--- config.mk ---
export PLATFORM = sky130hd
export DESIGN_NAME = roe_ctrl_seq
export DESIGN_NICKNAME = d
export VERILOG_FILES = /design/src/rtl/roe_ctrl_seq.sv
export SDC_FILE = /design/constraint.sdc
export NUM_CORES = 1
export LEC_CHECK = 0
export BUFFER_PORTS_ARGS = -buffer_cell sky130_fd_sc_hd__buf_4
export CORE_AREA = 2 2 82 45
export CTS_CLUSTER_SIZE = 24
export DETAILED_ROUTE_END_ITERATION = 7
export DIE_AREA = 0 0 84 47
export GPL_ROUTABILITY_DRIVEN = 1
export PLACE_DENSITY_LB_ADDON = 0.25
export SYNTH_ARGS = -nofsm -noshare
export SYNTH_HDL_FRONTEND = slang
export SYNTH_SLANG_ARGS = --single-unit
--- constraint.sdc ---
create_clock -name clk -period 1.9 [get_ports clk]
set_input_delay 0.475 -clock clk [delete_from_list [all_inputs] [get_ports clk]]
set_output_delay 0.475 -clock clk [all_outputs]
set_load 0.05 [all_outputs]
--- src/rtl/roe_ctrl_seq.sv ---
// roe_ctrl_seq: registered decode/sequencing control for the R.O.E core.
// Optional feature macro ROE_CTRL_PERF_EN adds retired/stall performance counters.
module roe_ctrl_seq #(
  parameter int INSTR_W = 9,
  parameter int SET_W   = 3,
  parameter int CNT_W   = 16
) (
  input  logic               clk,
  input  logic               rst_n,
  input  logic [INSTR_W-1:0] instr,
  input  logic               instr_valid,
  output logic               instr_ready,
  input  logic               mem_ack,
  output logic               ctrl_valid,
  output logic [SET_W-1:0]   set_read0,
  output logic [SET_W-1:0]   set_read1,
  output logic [SET_W-1:0]   set_write,
  output logic               reg_imm,
  output logic               reg_write_src,
  output logic               mem_write,
  output logic               mem_read,
  output logic               reg_write,
  output logic               reg_read_write,
  output logic               reg_write_read,
  output logic               branch,
  output logic [3:0]         alu_op,
  output logic [1:0]         alu_src,
  output logic [1:0]         state_dbg
`ifdef ROE_CTRL_PERF_EN
  ,
  output logic [CNT_W-1:0]   perf_retired,
  output logic [CNT_W-1:0]   perf_stall
`endif
);

  // Handshake: an instruction is taken on a rising edge where instr_valid and
  // instr_ready are both 1; the source must hold instr stable until then.
  // ctrl_valid qualifies every registered control output for that cycle.

  typedef enum logic [1:0] {
    ST_RUN      = 2'd0,
    ST_MEM_WAIT = 2'd1,
    ST_FLUSH    = 2'd2
  } state_t;

  typedef struct packed {
    logic       reg_imm;
    logic       reg_write_src;
    logic       mem_write;
    logic       mem_read;
    logic       reg_write;
    logic       reg_read_write;
    logic       reg_write_read;
    logic       branch;
    logic [3:0] alu_op;
    logic [1:0] alu_src;
  } ctrl_t;

  localparam logic [2:0] OP_REG   = 3'd0;
  localparam logic [2:0] OP_ARITH = 3'd1;
  localparam logic [2:0] OP_SHIFT = 3'd2;
  localparam logic [2:0] OP_HARD  = 3'd3;
  localparam logic [2:0] OP_SLT   = 3'd4;
  localparam logic [2:0] OP_XOR   = 3'd5;
  localparam logic [2:0] OP_AND   = 3'd6;
  localparam logic [2:0] OP_OR    = 3'd7;

  localparam logic [1:0] F2_REDEF  = 2'd0;
  localparam logic [1:0] F2_LW     = 2'd1;
  localparam logic [1:0] F2_SW     = 2'd2;
  localparam logic [1:0] F2_BRANCH = 2'd3;

  localparam logic [3:0] ALU_ADD    = 4'd0;
  localparam logic [3:0] ALU_SUB    = 4'd1;
  localparam logic [3:0] ALU_SHIFTL = 4'd2;
  localparam logic [3:0] ALU_SHIFTR = 4'd3;
  localparam logic [3:0] ALU_SLB    = 4'd4;
  localparam logic [3:0] ALU_SLT    = 4'd5;
  localparam logic [3:0] ALU_XOR    = 4'd6;
  localparam logic [3:0] ALU_AND    = 4'd7;
  localparam logic [3:0] ALU_OR     = 4'd8;

  state_t state_q, state_d;
  ctrl_t  ctrl_q, ctrl_d, dec;
  logic   ctrl_valid_q, ctrl_valid_d;
  logic   dec_mem, dec_branch, dec_redef;
  logic   accept;
  logic [SET_W-1:0] set_read0_d, set_read1_d, set_write_d;

  logic [2:0] opcode;
  logic [1:0] fun2;
  logic       fun1;
  logic       unused_instr;

  assign opcode = instr[INSTR_W-1 -: 3];
  assign fun2   = instr[INSTR_W-4 -: 2];
  assign fun1   = instr[INSTR_W-4];
  // Operand fields are consumed by the datapath, not here.
  assign unused_instr = ^instr;

  assign instr_ready = (state_q != ST_MEM_WAIT);
  assign accept      = instr_valid & instr_ready;

  // Pure decode of the presented instruction.
  always_comb begin
    dec        = '0;
    dec_mem    = 1'b0;
    dec_branch = 1'b0;
    dec_redef  = 1'b0;
    case (opcode)
      OP_REG: begin
        dec.reg_write = 1'b1;
        dec.alu_src   = 2'b01;
        dec.alu_op    = ALU_SLB;
      end
      OP_ARITH, OP_SHIFT: begin
        dec.reg_imm        = 1'b1;
        dec.reg_read_write = 1'b1;
        dec.reg_write_read = 1'b1;
        dec.reg_write      = 1'b1;
        if (opcode == OP_ARITH) dec.alu_op = fun1 ? ALU_SUB : ALU_ADD;
        else                    dec.alu_op = fun1 ? ALU_SHIFTR : ALU_SHIFTL;
      end
      OP_HARD: begin
        case (fun2)
          F2_REDEF: dec_redef = 1'b1;
          F2_LW: begin
            dec.mem_read      = 1'b1;
            dec.reg_write     = 1'b1;
            dec.reg_write_src = 1'b1;
            dec.alu_op        = ALU_ADD;
            dec.alu_src       = 2'b10;
            dec_mem           = 1'b1;
          end
          F2_SW: begin
            dec.mem_write = 1'b1;
            dec.alu_op    = ALU_ADD;
            dec.alu_src   = 2'b10;
            dec_mem       = 1'b1;
          end
          F2_BRANCH: begin
            dec.branch = 1'b1;
            dec.alu_op = ALU_SUB;
            dec_branch = 1'b1;
          end
          default: ;
        endcase
      end
      OP_SLT: begin dec.reg_write = 1'b1; dec.alu_op = ALU_SLT; end
      OP_XOR: begin dec.reg_write = 1'b1; dec.alu_op = ALU_XOR; end
      OP_AND: begin dec.reg_write = 1'b1; dec.alu_op = ALU_AND; end
      OP_OR:  begin dec.reg_write = 1'b1; dec.alu_op = ALU_OR;  end
      default: ;
    endcase
  end

  // Next state, next registered control and register-set pointers.
  always_comb begin
    state_d      = state_q;
    ctrl_d       = ctrl_q;
    ctrl_valid_d = ctrl_valid_q;
    set_read0_d  = set_read0;
    set_read1_d  = set_read1;
    set_write_d  = set_write;
    case (state_q)
      ST_RUN: begin
        if (accept) begin
          ctrl_d       = dec;
          ctrl_valid_d = 1'b1;
          if (dec_mem)         state_d = ST_MEM_WAIT;
          else if (dec_branch) state_d = ST_FLUSH;
          if (dec_redef) begin
            if (instr[SET_W]) begin
              set_write_d = instr[SET_W-1:0];
            end else begin
              set_read0_d = instr[SET_W-1:0];
              set_read1_d = instr[SET_W-1:0] + SET_W'(1);
            end
          end
        end else begin
          ctrl_d       = '0;
          ctrl_valid_d = 1'b0;
        end
      end
      ST_MEM_WAIT: begin
        if (mem_ack) begin
          ctrl_d       = '0;
          ctrl_valid_d = 1'b0;
          state_d      = ST_RUN;
        end
      end
      ST_FLUSH: begin
        // Whatever is accepted in this slot is dropped.
        ctrl_d       = '0;
        ctrl_valid_d = 1'b0;
        state_d      = ST_RUN;
      end
      default: begin
        ctrl_d       = '0;
        ctrl_valid_d = 1'b0;
        state_d      = ST_RUN;
      end
    endcase
  end

  always_ff @(posedge clk or negedge rst_n) begin
    if (!rst_n) begin
      state_q      <= ST_RUN;
      ctrl_q       <= '0;
      ctrl_valid_q <= 1'b0;
      set_read0    <= '0;
      set_read1    <= SET_W'(1);
      set_write    <= '0;
    end else begin
      state_q      <= state_d;
      ctrl_q       <= ctrl_d;
      ctrl_valid_q <= ctrl_valid_d;
      set_read0    <= set_read0_d;
      set_read1    <= set_read1_d;
      set_write    <= set_write_d;
    end
  end

  assign ctrl_valid     = ctrl_valid_q;
  assign reg_imm        = ctrl_q.reg_imm;
  assign reg_write_src  = ctrl_q.reg_write_src;
  assign mem_write      = ctrl_q.mem_write;
  assign mem_read       = ctrl_q.mem_read;
  assign reg_write      = ctrl_q.reg_write;
  assign reg_read_write = ctrl_q.reg_read_write;
  assign reg_write_read = ctrl_q.reg_write_read;
  assign branch         = ctrl_q.branch;
  assign alu_op         = ctrl_q.alu_op;
  assign alu_src        = ctrl_q.alu_src;
  assign state_dbg      = state_q;

`ifdef ROE_CTRL_PERF_EN
  logic retire_now, stall_now;

  // An instruction completes in the last cycle its ctrl_valid is shown.
  assign retire_now = ctrl_valid_q & ((state_q != ST_MEM_WAIT) | mem_ack);
  assign stall_now  = (state_q == ST_MEM_WAIT) & ~mem_ack;

  always_ff @(posedge clk or negedge rst_n) begin
    if (!rst_n) begin
      perf_retired <= '0;
      perf_stall   <= '0;
    end else begin
      if (retire_now) perf_retired <= perf_retired + CNT_W'(1);
      if (stall_now)  perf_stall   <= perf_stall + CNT_W'(1);
    end
  end
`else
  logic [CNT_W-1:0] unused_cnt;
  assign unused_cnt = '0;
`endif

endmodule
-- After elaboration in Yosys (flattened, before gate mapping)
Cells that the tools add are included.
Widths: inputs -> output; s select.
- flip-flop bits (word level): 26
- add/sub/neg operators: 1
- eq/ne operators: 15
- multiplexer cells: 31
- bitwise gates (word level): 2
- reduce and logical (&&, ||, !) cells: 9
- operator list (operator ; number):
    $mux 14 ; 2
    $pmux 14 s2 ; 1
    $pmux 4 s7 ; 1
    $mux 2 ; 8
    $mux 1 ; 14
    $eq 3x3->1 const B ; 4
    $pmux 2 s2 ; 2
    $reduce_and 4->1 ; 2
    $reduce_or 7->1 ; 1
    $eq 3x2->1 const B ; 2
    $eq 2x1->1 const B ; 2
    $eq 2x2->1 const B ; 2
    $logic_not 2->1 ; 2
    $ne 2x2->1 const B ; 2
    $pmux 1 s2 ; 2
    $reduce_or 2->1 ; 2
    $add 3x1->3 const B ; 1
    $eq 3x1->1 const B ; 1
    $logic_not 3->1 ; 1
    $mux 3 ; 1
    $ne 3x3->1 const B ; 1
    $reduce_and 3->1 ; 1
    $ne 2x1->1 const B ; 1
    $and 1x1->1 ; 1
    $not 1->1 ; 1

-- Logic depth before layout (Yosys ltp)
Gate-level depths: netlist of the first run.
- depth in word-level cells: 7
- gate-level depth with buffers: 6

-- Least setup slack after synthesis of the first run
Ideal clock, no wire load.
- kind: flip-flop to flip-flop
- start point: register state_q[1] (netlist: state_dbg[1])
- end point: register set_read0[0]
- data arrival time: 1.934 ns
- required time: 1.775 ns
- slack: -0.159 ns
- stages on the path, launching flop included: 7
- buffers on the path: 2
- period minus slack after synthesis: 2.059 ns
- path through: dfrtp_1 or3b_1 buf_6 nor3_4 and3b_1 buf_6 mux2_4
- word-level cells in the longest chain between the ends: 3
- elaborated cells between the ends (all ways): 4
- classes of those cells: eq/ne: 1; bitwise: 1; reduce/logical: 2
- RTL lines (item ; line ; RTL):
    start, declared ; 83 ; state_t state_q, state_d;
    start signal, assigned ; 215 ; state_q <= state_d;
    $ne 2x1->1 ; 101 ; assign instr_ready = (state_q != ST_MEM_WAIT);
    $and 1x1->1 ; 102 ; assign accept = instr_valid & instr_ready;
    $reduce_and 4->1 (no line) (*) ; - ;
    end signal, assigned ; 218 ; set_read0 <= set_read0_d;
    end, declared ; 15 ; output logic [SET_W-1:0] set_read0,
Every way passes the cells marked *; elsewhere a longest branch is shown, timed or not.
A chain may end at the register's enable or synchronous reset.

-- Worst setup path after layout of the first run
- start point: register state_q[1] (netlist: state_dbg[1])
- end point: register set_read1[1]
- word-level cells in the longest chain between the ends: 3
- elaborated cells between the ends (all ways): 4
- classes of those cells: eq/ne: 1; bitwise: 1; reduce/logical: 2
- RTL lines (item ; line ; RTL):
    $ne 2x1->1 ; 101 ;
    $and 1x1->1 ; 102 ;
    $reduce_and 4->1 (no line) (*) ; - ;
    end signal, assigned ; 219 ; set_read1 <= set_read1_d;
    end, declared ; 16 ; output logic [SET_W-1:0] set_read1,
Marks and branches as above.

==> impl_metrics.ini, run 1 <==
[critical_path]
reg2reg_to = set_read1[1]$_DFFE_PN0P_
cp.arrival_ns = 1.93
start_kind = flip-flop
reg2reg_from = state_dbg[1]$_DFFE_PN0P_
path_max_fanout = 6
reg2reg_slack_ns = 0.12
reg2reg_depth = 5
crit_required_ns = 2.05
path_class = flip-flop to flip-flop
cp-end-kind = flip-flop

[timing]
layout_min_cycle_time_ns = 1.78
tightestPinTransition_ns = 0.287
rsz0062_at_grt = false
report.final.slew_viol_count = 0
setup_viol = 0
hold_violations = 0
skew_ns = 0.00114
max_freq_mhz = 561
max_slew_margin_pct = 80.9
timing.final.crit_share_pct = 93.8

[logic_synthesis]
synth_warnings = 0
yosys_most_used_dff = dfrtp_1
netlist_instances = 92
yosys.area.top_type = dfrtp_1
synth_nets = 110
synth_edf_count = 0
ys_ff_latch = 23
syn-mean-instance-area_um2 = 11.8
ys_seq_area_share_pct = 53.2
synthArstFlopShare_pct = 100
synth_common_cells = dfrtp_1 (22), nand2_1 (14), ha_1 (5), mux2_4 (5), o21ai_0 (5)
syn_area_um2 = 1080
post-synth-top-count-cell = dfrtp_1
netlist.area_leader.share_pct = 50.8
netlist-cell-type-count = 29
ys_top_cells_by_area = dfrtp_1 (51%), mux2_4 (6.9%), ha_1 (5.8%)

[clock_tree]
cts_tree = yes
clkTransAtPathRegs_ns = 0.08
post_cts_resized = 0
cts-root-buf = clkbuf_8
cts_hold_buffers = 0
cts_sinks = 23
post_cts.repair.setup_buffers = 0
cts.htree.levels = 1
worstSkewPairLatency_ns = 0.26
max-clock-path-buffers = 2
cts_buffers = 3

[power]
p_total_mw = 1.20
leakage_nw = 0.760
power-per-cell-area_nw_per_um2 = 827
peakVddDrop_v = 0.000313

[routing]
wl_met1_mm = 1.21
drt-initial-drc-count = 12
via_count = 775
route.detailed.drc = 0
viasPerCell = 4.48
route.met2.wl_um = 996
routed-wl-met3_um = 103
postRouteAntennaNets = 0
dr.pass1.iters = 4
wl_per_cell_um = 13.5
highest_layer = met4
routed_wl_mm = 2.33

[die]
die_height_um = 47
core_area_um2 = 3250
pin_count = 40
dieWidth_um = 84
row_count = 15
start_util_pct = 33.4
dieArea_um2 = 3950

[global_routing]
grt_pass1_wl_mm = 3.85
antenna_found_initial = 0
grt_usage_pct = 13.5
grt_max_degree = 24
overflow = 0
grt_pass1_vias = 759

[layout]
area_growth_pct = 33.9
diodes = 0
stdcell_count = 173
fin_nets = 150
drive_gt1_share_pct = 45.8

[placed_design]
placed_cells = 169
place.port_buffers = 39
place_congestion = 0.707
place.detailed.hpwl_mm = 1.81

[flow_run]
maxCapViolCount = 0

[hold_path]
hp-class = primary input to asynchronous set/reset pin

[status]
status = finished, final reports clean
==> placed cells by master, fill, tap and decap left out, types with 2 or more instances in the layout <==
cell and n:
ha_1 5, inv_1 4, mux2_2 3, dfrtp_1 20, mux2_4 5, clkbuf_8 3, a22o_1 3, nor2_1 4
a21oi_1 2, o21ai_0 5, o31ai_1 2, dfrtp_2 2, nand2_1 14, buf_4 43
==> area by class of cell <==
type                       instances  area [um2]
clock inverter                     1        5.00
sequential                        23         579
multi-input combinational         57         435
inverter                           4        15.0
clock buffer                       3        41.3
fill                             315        1800
timing repair buffer              43         323
tap                               42        52.6
==> cells by family after synthesis <==
logic type	count (synthesis)	share of synthesized area [%]
and+or+nand+nor	26	12.2
buffers and inverters	12	6.58
AOI/OAI and AO/OA	15	9.58
muxes	9	11.0
adders and majority gates	5	5.77
xor gates and xnor gates	2	1.62
DFF	23	53.2
==> worst max path at each step <==
stage,start,to,slack [ns]
floorplan,state_dbg[1]$_DFFE_PN0P_,set_read0[0]$_DFFE_PN0P_,-0.08
global placement,instr_valid,set_read0[2]$_DFFE_PN0P_,0.06
detailed placement,instr_valid,set_read1[1]$_DFFE_PN0P_,-0.002
CTS,state_dbg[1]$_DFFE_PN0P_,set_read1[1]$_DFFE_PN0P_,0.11
global route,state_dbg[1]$_DFFE_PN0P_,set_read1[1]$_DFFE_PN0P_,0.04
finish,state_dbg[1]$_DFFE_PN0P_,set_read1[1]$_DFFE_PN0P_,0.12
==> critical path: stages, from the launching register on <==
cell and delay [ns]:
dfrtp_2 0.41, or3b_1 0.45, nor3_4 0.16, and3b_1 0.17, buf_4 0.17, mux2_4 0.31
==> metal layers <==
metal,track usage (%),vias to the layer above
met5,0,-
met4,4.84,0
met3,5.45,2
met2,18.2,15
met1,19.6,370
li1,-,388
==> report_power, final <==
| part | switching (mW) | internal (mW) |
|---|---|---|
| registers | 0.0238 | 0.530 |
| logic | 0.228 | 0.119 |
| clock network | 0.152 | 0.146 |
| total | 0.404 | 0.795 |
==> registers in the layout, indices dropped and copies added, names as in the netlist <==
name and cells:
alu_op 4, alu_src 2, branch 1, ctrl_valid 1, mem_read 1, mem_write 1
reg_imm 1, reg_write 1, set_read0 3, set_read1 3, set_write 3, state_dbg 2
==> metrics by stage <==
stage	setup slack, ns	utilization [%]	cell area [um2]	hold slack [ns]	setup TNS (ns)
final	0.117	44.7	1450	0.0855	0
after global routing	0.0419	44.7	1450	0.102	0
after CTS	0.111	44.7	1450	0.0978	0
after detailed placement	-0.00187	43.3	1410	0.385	-0.00187
after global placement	0.0553	43.3	1410	0.383	0
after floorplan	-0.0786	-	1090	0.179	-0.469
No activity file was read; power rests on OpenSTA's default activity.
==> run 2, diff against run 1 <==
--- a/constraint.sdc
+++ b/constraint.sdc
@@ -3,2 +3,2 @@
 set_output_delay 0.475 -clock clk [all_outputs]
-set_load 0.05 [all_outputs]
+set_load 0.005 [all_outputs]
==> run 2 against run 1 <==
Die area stayed put. Via count grew 0.26%. Register-to-register slack better by 0.02 ns. Total power is 13% lower. Clock skew grew 0.0021 ns. Maximum frequency is 0.90% higher. Combinational power down 45%. Largest cell class unchanged. Largest power group unchanged.
==> impl_metrics.ini, run 2 (synthesized netlist as in run 1, its figures left out) <==
[routing]
wl_met1_mm = 1.17
route.met2.wl_um = 976
drt-initial-drc-count = 27
dr.pass1.iters = 4
postRouteAntennaNets = 0
route.detailed.drc = 0
viasPerCell = 4.49
highest_layer = met4
wl_per_cell_um = 13.3
via_count = 777
routed-wl-met3_um = 122
routed_wl_mm = 2.29

[timing]
layout_min_cycle_time_ns = 1.77
tightestPinTransition_ns = 0.276
timing.final.crit_share_pct = 93.0
max_slew_margin_pct = 81.4
hold_violations = 0
setup_viol = 0
setup_tns_ns = 0
report.final.slew_viol_count = 0
skew_ns = 0.00329
hold_slack_ns = 0.0929
max_freq_mhz = 566
rsz0062_at_grt = false

[die]
dieArea_um2 = 3950
die_height_um = 47
start_util_pct = 33.4
pin_count = 40
core_area_um2 = 3250
row_count = 15
dieWidth_um = 84

[placed_design]
placed_cells = 169
place.detailed.hpwl_mm = 1.78
place.port_buffers = 39
placed_cell_area_um2 = 1400
place_congestion = 0.761

[global_routing]
grt_pass1_wl_mm = 3.72
overflow = 0
antenna_found_initial = 0
grt_usage_pct = 12.7
grt_max_degree = 24
grt_pass1_vias = 749

[clock_tree]
post_cts.repair.setup_buffers = 0
cts-root-buf = clkbuf_8
clkTransAtPathRegs_ns = 0.08
cts_hold_buffers = 0
max-clock-path-buffers = 2
cts_sinks = 23
cts_tree = yes
post_cts_resized = 0
cts_buffers = 3
worstSkewPairLatency_ns = 0.26
cts.htree.levels = 1

[critical_path]
reg2reg_depth = 5
cp.arrival_ns = 1.92
reg2reg_from = state_dbg[1]$_DFFE_PN0P_
worstSetupStartpoint = state_dbg[1]$_DFFE_PN0P_
path_class = flip-flop to flip-flop
path_max_fanout = 6
reg2reg_to = set_read1[1]$_DFFE_PN0P_
cp-end-kind = flip-flop
crit_required_ns = 2.05
reg2reg_slack_ns = 0.13
start_kind = flip-flop

[layout]
final_common_cell = buf_4
diodes = 0
area_growth_pct = 33.7
mostFrequentLayoutCells = buf_4 (43), dfrtp_1 (22), nand2_1 (14)
fin_nets = 150
drive_gt1_share_pct = 44.3
final_cell_area_um2 = 1450
largest_register_ff_count = 4
stdcell_count = 173

[power]
leakage_nw = 0.763
p_total_mw = 1.04
power-per-cell-area_nw_per_um2 = 717
peakVddDrop_v = 0.000389

[status]
status = finished, final reports clean

[flow_run]
maxCapViolCount = 0

[hold_path]
hp-class = primary input to asynchronous set/reset pin
## run 2: cell count changes in the layout (fill, tap and decap cells not counted)
cell	change
dfrtp_1	+2
dfrtp_2	-2
## run 2: layer usage
metal / vias to the layer above / GRT usage [%]
met5: - / 0
met4: 0 / 4.84
met3: 2 / 4.04
met2: 19 / 18.6
met1: 369 / 17.9
li1: 387 / -
## run 2: report_power, final
group          internal, mW  total, mW  switching [mW]
sequential            0.530      0.552          0.0220
clock                 0.146      0.296           0.150
combinational         0.114      0.191          0.0769
total                 0.790       1.04           0.248
## run 2: cell type report
cell class	instances	area (um2)
Clock buffer	3	41.3
Clock inverter	1	5.00
Fill cell	319	1800
Inverter	4	15.0
Multi-Input combinational cell	57	435
Sequential cell	23	577
Tap cell	42	52.6
Timing Repair Buffer	43	323
## run 2: worst max path at each step
stage                                           to  slack, ns  depth (start not counted)
after floorplan           set_read0[0]$_DFFE_PN0P_       0.01                          6
after global placement    set_read0[2]$_DFFE_PN0P_       0.05                          6
after detailed placement  set_read1[1]$_DFFE_PN0P_       0.02                          6
after CTS                 set_read1[1]$_DFFE_PN0P_       0.12                          5
after global routing      set_read0[2]$_DFFE_PN0P_       0.06                          5
final                     set_read1[1]$_DFFE_PN0P_       0.13                          5
## run 2: worst max-delay path, stage by stage (launching register included)
cell     delay (ns)
dfrtp_1        0.40
or3b_1         0.45
nor3_4         0.16
and3b_1        0.17
buf_4          0.17
mux2_4         0.31
## run 2: stage by stage
| stage | setup slack (ns) | util, % |
|---|---|---|
| after floorplan | 0.0133 | - |
| after global placement | 0.0493 | 43.2 |
| after detailed placement | 0.0203 | 43.2 |
| after CTS | 0.124 | 44.6 |
| after global routing | 0.0631 | 44.6 |
| final | 0.133 | 44.6 |
==> run 3, diff against run 2 <==
Settings changed: CELL_PAD_IN_SITES_DETAIL_PLACEMENT set to 2, CELL_PAD_IN_SITES_GLOBAL_PLACEMENT set to 2, CORE_AREA 2 2 82 45 to 2 2 95 51, DIE_AREA 0 0 84 47 to 0 0 97 53, PLACE_DENSITY set to 0.78, PLACE_DENSITY_LB_ADDON 0.25 to unset, SLEW_MARGIN set to 20.
==> run 3 against run 2 <==
Sequential cell count is the same. Die area grew 30%. Utilization shrank 10 points. Final area grew 1.3%. Via count grew 6.9%. Critical path depth is the same. Setup slack lost 0.0088 ns. Clock-buffer cell count is the same. Largest cell class unchanged. Worst hold slack lost 0.0061 ns. Cell count grew 8.7%. Largest power group unchanged.
==> impl_metrics.ini, run 3 (synthesized netlist as in run 1, its figures left out) <==
[power]
leakage_nw = 0.763
power-per-cell-area_nw_per_um2 = 723
peakVddDrop_v = 0.000250

[placed_design]
place.detailed.hpwl_mm = 2.49
place_congestion = 0.781
place.port_buffers = 39

[critical_path]
cp.arrival_ns = 1.93
crit_slowest_cell = or3b_1
crit_required_ns = 2.06
crit_family = simple AND/OR/NAND/NOR gates
start_kind = flip-flop
cp.buffers_inverters = 1
cp-end-kind = flip-flop
path_max_fanout = 6
path_class = flip-flop to flip-flop
cp_cell_sequence = or3b_1 -> nor3_4 -> and3b_1 -> buf_4 -> mux2_4
slowest_delay_ns = 0.44

[layout]
multiInputGateArea_um2 = 435
drive_gt1_share_pct = 44.3
final_core_util_pct = 34.3
largest_register_ff_count = 4
area_growth_pct = 35.5
fin_nets = 150
final_common_cell = buf_4
diodes = 0
mostFrequentLayoutCells = buf_4 (43), dfrtp_1 (22), nand2_1 (14)
seq_area_um2 = 577
nFillCells = 462

[global_routing]
grt_pass1_vias = 930
antenna_found_initial = 0
grt_usage_pct = 13.1
use_met2_pct = 21.9
grt_busiest_layer = met2
overflow = 0
grt_pass1_wl_mm = 4.99
globalRouteMet1Util_pct = 17.0
grtUsageMet3_pct = 3.83
grt_max_degree = 24

[clock_tree]
post_cts_resized = 0
cts.htree.levels = 1
cts_buffers = 3
cts_hold_buffers = 0
max-clock-path-buffers = 2
post_cts.repair.setup_buffers = 0
cts_sinks = 23
clkTransAtPathRegs_ns = 0.09
cts_tree = yes
worstSkewPairLatency_ns = 0.26
cts-root-buf = clkbuf_8

[die]
die_height_um = 53
pin_count = 40
start_util_pct = 25.3
row_count = 17
dieArea_um2 = 5140
core_area_um2 = 4280
dieWidth_um = 97

[timing]
timing.final.crit_share_pct = 93.5
layout_min_cycle_time_ns = 1.78
hold_violations = 0
report.final.slew_viol_count = 0
skew_ns = 0.00727
max_slew_margin_pct = 80.1
rsz0062_at_grt = false
setup_viol = 0
tightestPinTransition_ns = 0.295
hold_slack_ns = 0.0868
setup_tns_ns = 0
max_freq_mhz = 563

[routing]
viasPerCell = 4.42
via_count = 831
dr.pass1.iters = 4
drt-initial-drc-count = 31
routed_wl_mm = 3.08
wl_per_cell_um = 16.4
postRouteAntennaNets = 0
route.detailed.drc = 0

[status]
status = finished, final reports clean

[hold_path]
hp-class = primary input to asynchronous set/reset pin

[flow_run]
maxCapViolCount = 0
[run 3: cell counts in the layout (fill, tap and decap cells not counted)]
No cell type changed its count.
[run 3: worst register-to-register path: cells and delay by family, from the launching register on]
| family | cells | cell delay (ns) |
|---|---|---|
| multiplexers | 1 | 0.32 |
| flip-flops | 1 | 0.40 |
| buffers and inverters | 1 | 0.18 |
| AND/OR/NAND/NOR | 3 | 0.78 |
[run 3: power breakdown]
part	internal [mW]	leakage (nW)	switching (mW)
Clock	0.146	0.0255	0.158
Sequential	0.530	0.305	0.0255
Combinational	0.115	0.433	0.0861
[run 3: metrics by stage]
stage | cell area, um2 | cells | total power [mW] | setup WS, ns
floorplan | 1080 | 92 | 0.643 | 0.0133
global placement | 1420 | 184 | 0.759 | 0.0441
detailed placement | 1420 | 184 | 0.770 | -0.0104
CTS | 1470 | 188 | 1.08 | 0.118
global route | 1470 | 188 | 1.13 | 0.0403
finish | 1470 | 188 | 1.06 | 0.124
[run 3: path summary, 6_finish.rpt]
check	startpoint	slack [ns]	depth (start not counted)	end
worst max-delay path	state_dbg[1]$_DFFE_PN0P_	0.12	5	set_read1[1]$_DFFE_PN0P_
worst min-delay path	rst_n	0.09	1	set_read1[1]$_DFFE_PN0P_
worst max register to register	state_dbg[1]$_DFFE_PN0P_	0.12	5	set_read1[1]$_DFFE_PN0P_
worst min register to register	branch$_DFFE_PN0P_	0.50	2	branch$_DFFE_PN0P_
max in group asynchronous	rst_n	1.53	1	set_read1[0]$_DFFE_PN1P_
min in group clk	instr[0]	0.40	2	set_read1[0]$_DFFE_PN1P_
[run 3: layer usage]
| metal | wire length, um | share of wire (%) | vias to the layer above |
|---|---|---|---|
| met5 | 0 | 0 | - |
| met4 | 27 | 0.88 | 0 |
| met3 | 88 | 2.9 | 2 |
| met2 | 1450 | 47 | 13 |
| met1 | 1510 | 49 | 429 |
| li1 | - | - | 387 |
[run 3: layout make-up]
cell class | count | area share (%)
tap | 57 | 4.86
timing repair buffer | 43 | 22.0
inverter | 4 | 1.02
multi-input combinational | 57 | 29.7
clock buffer | 3 | 2.81
clock inverter | 1 | 0.341
sequential | 23 | 39.3
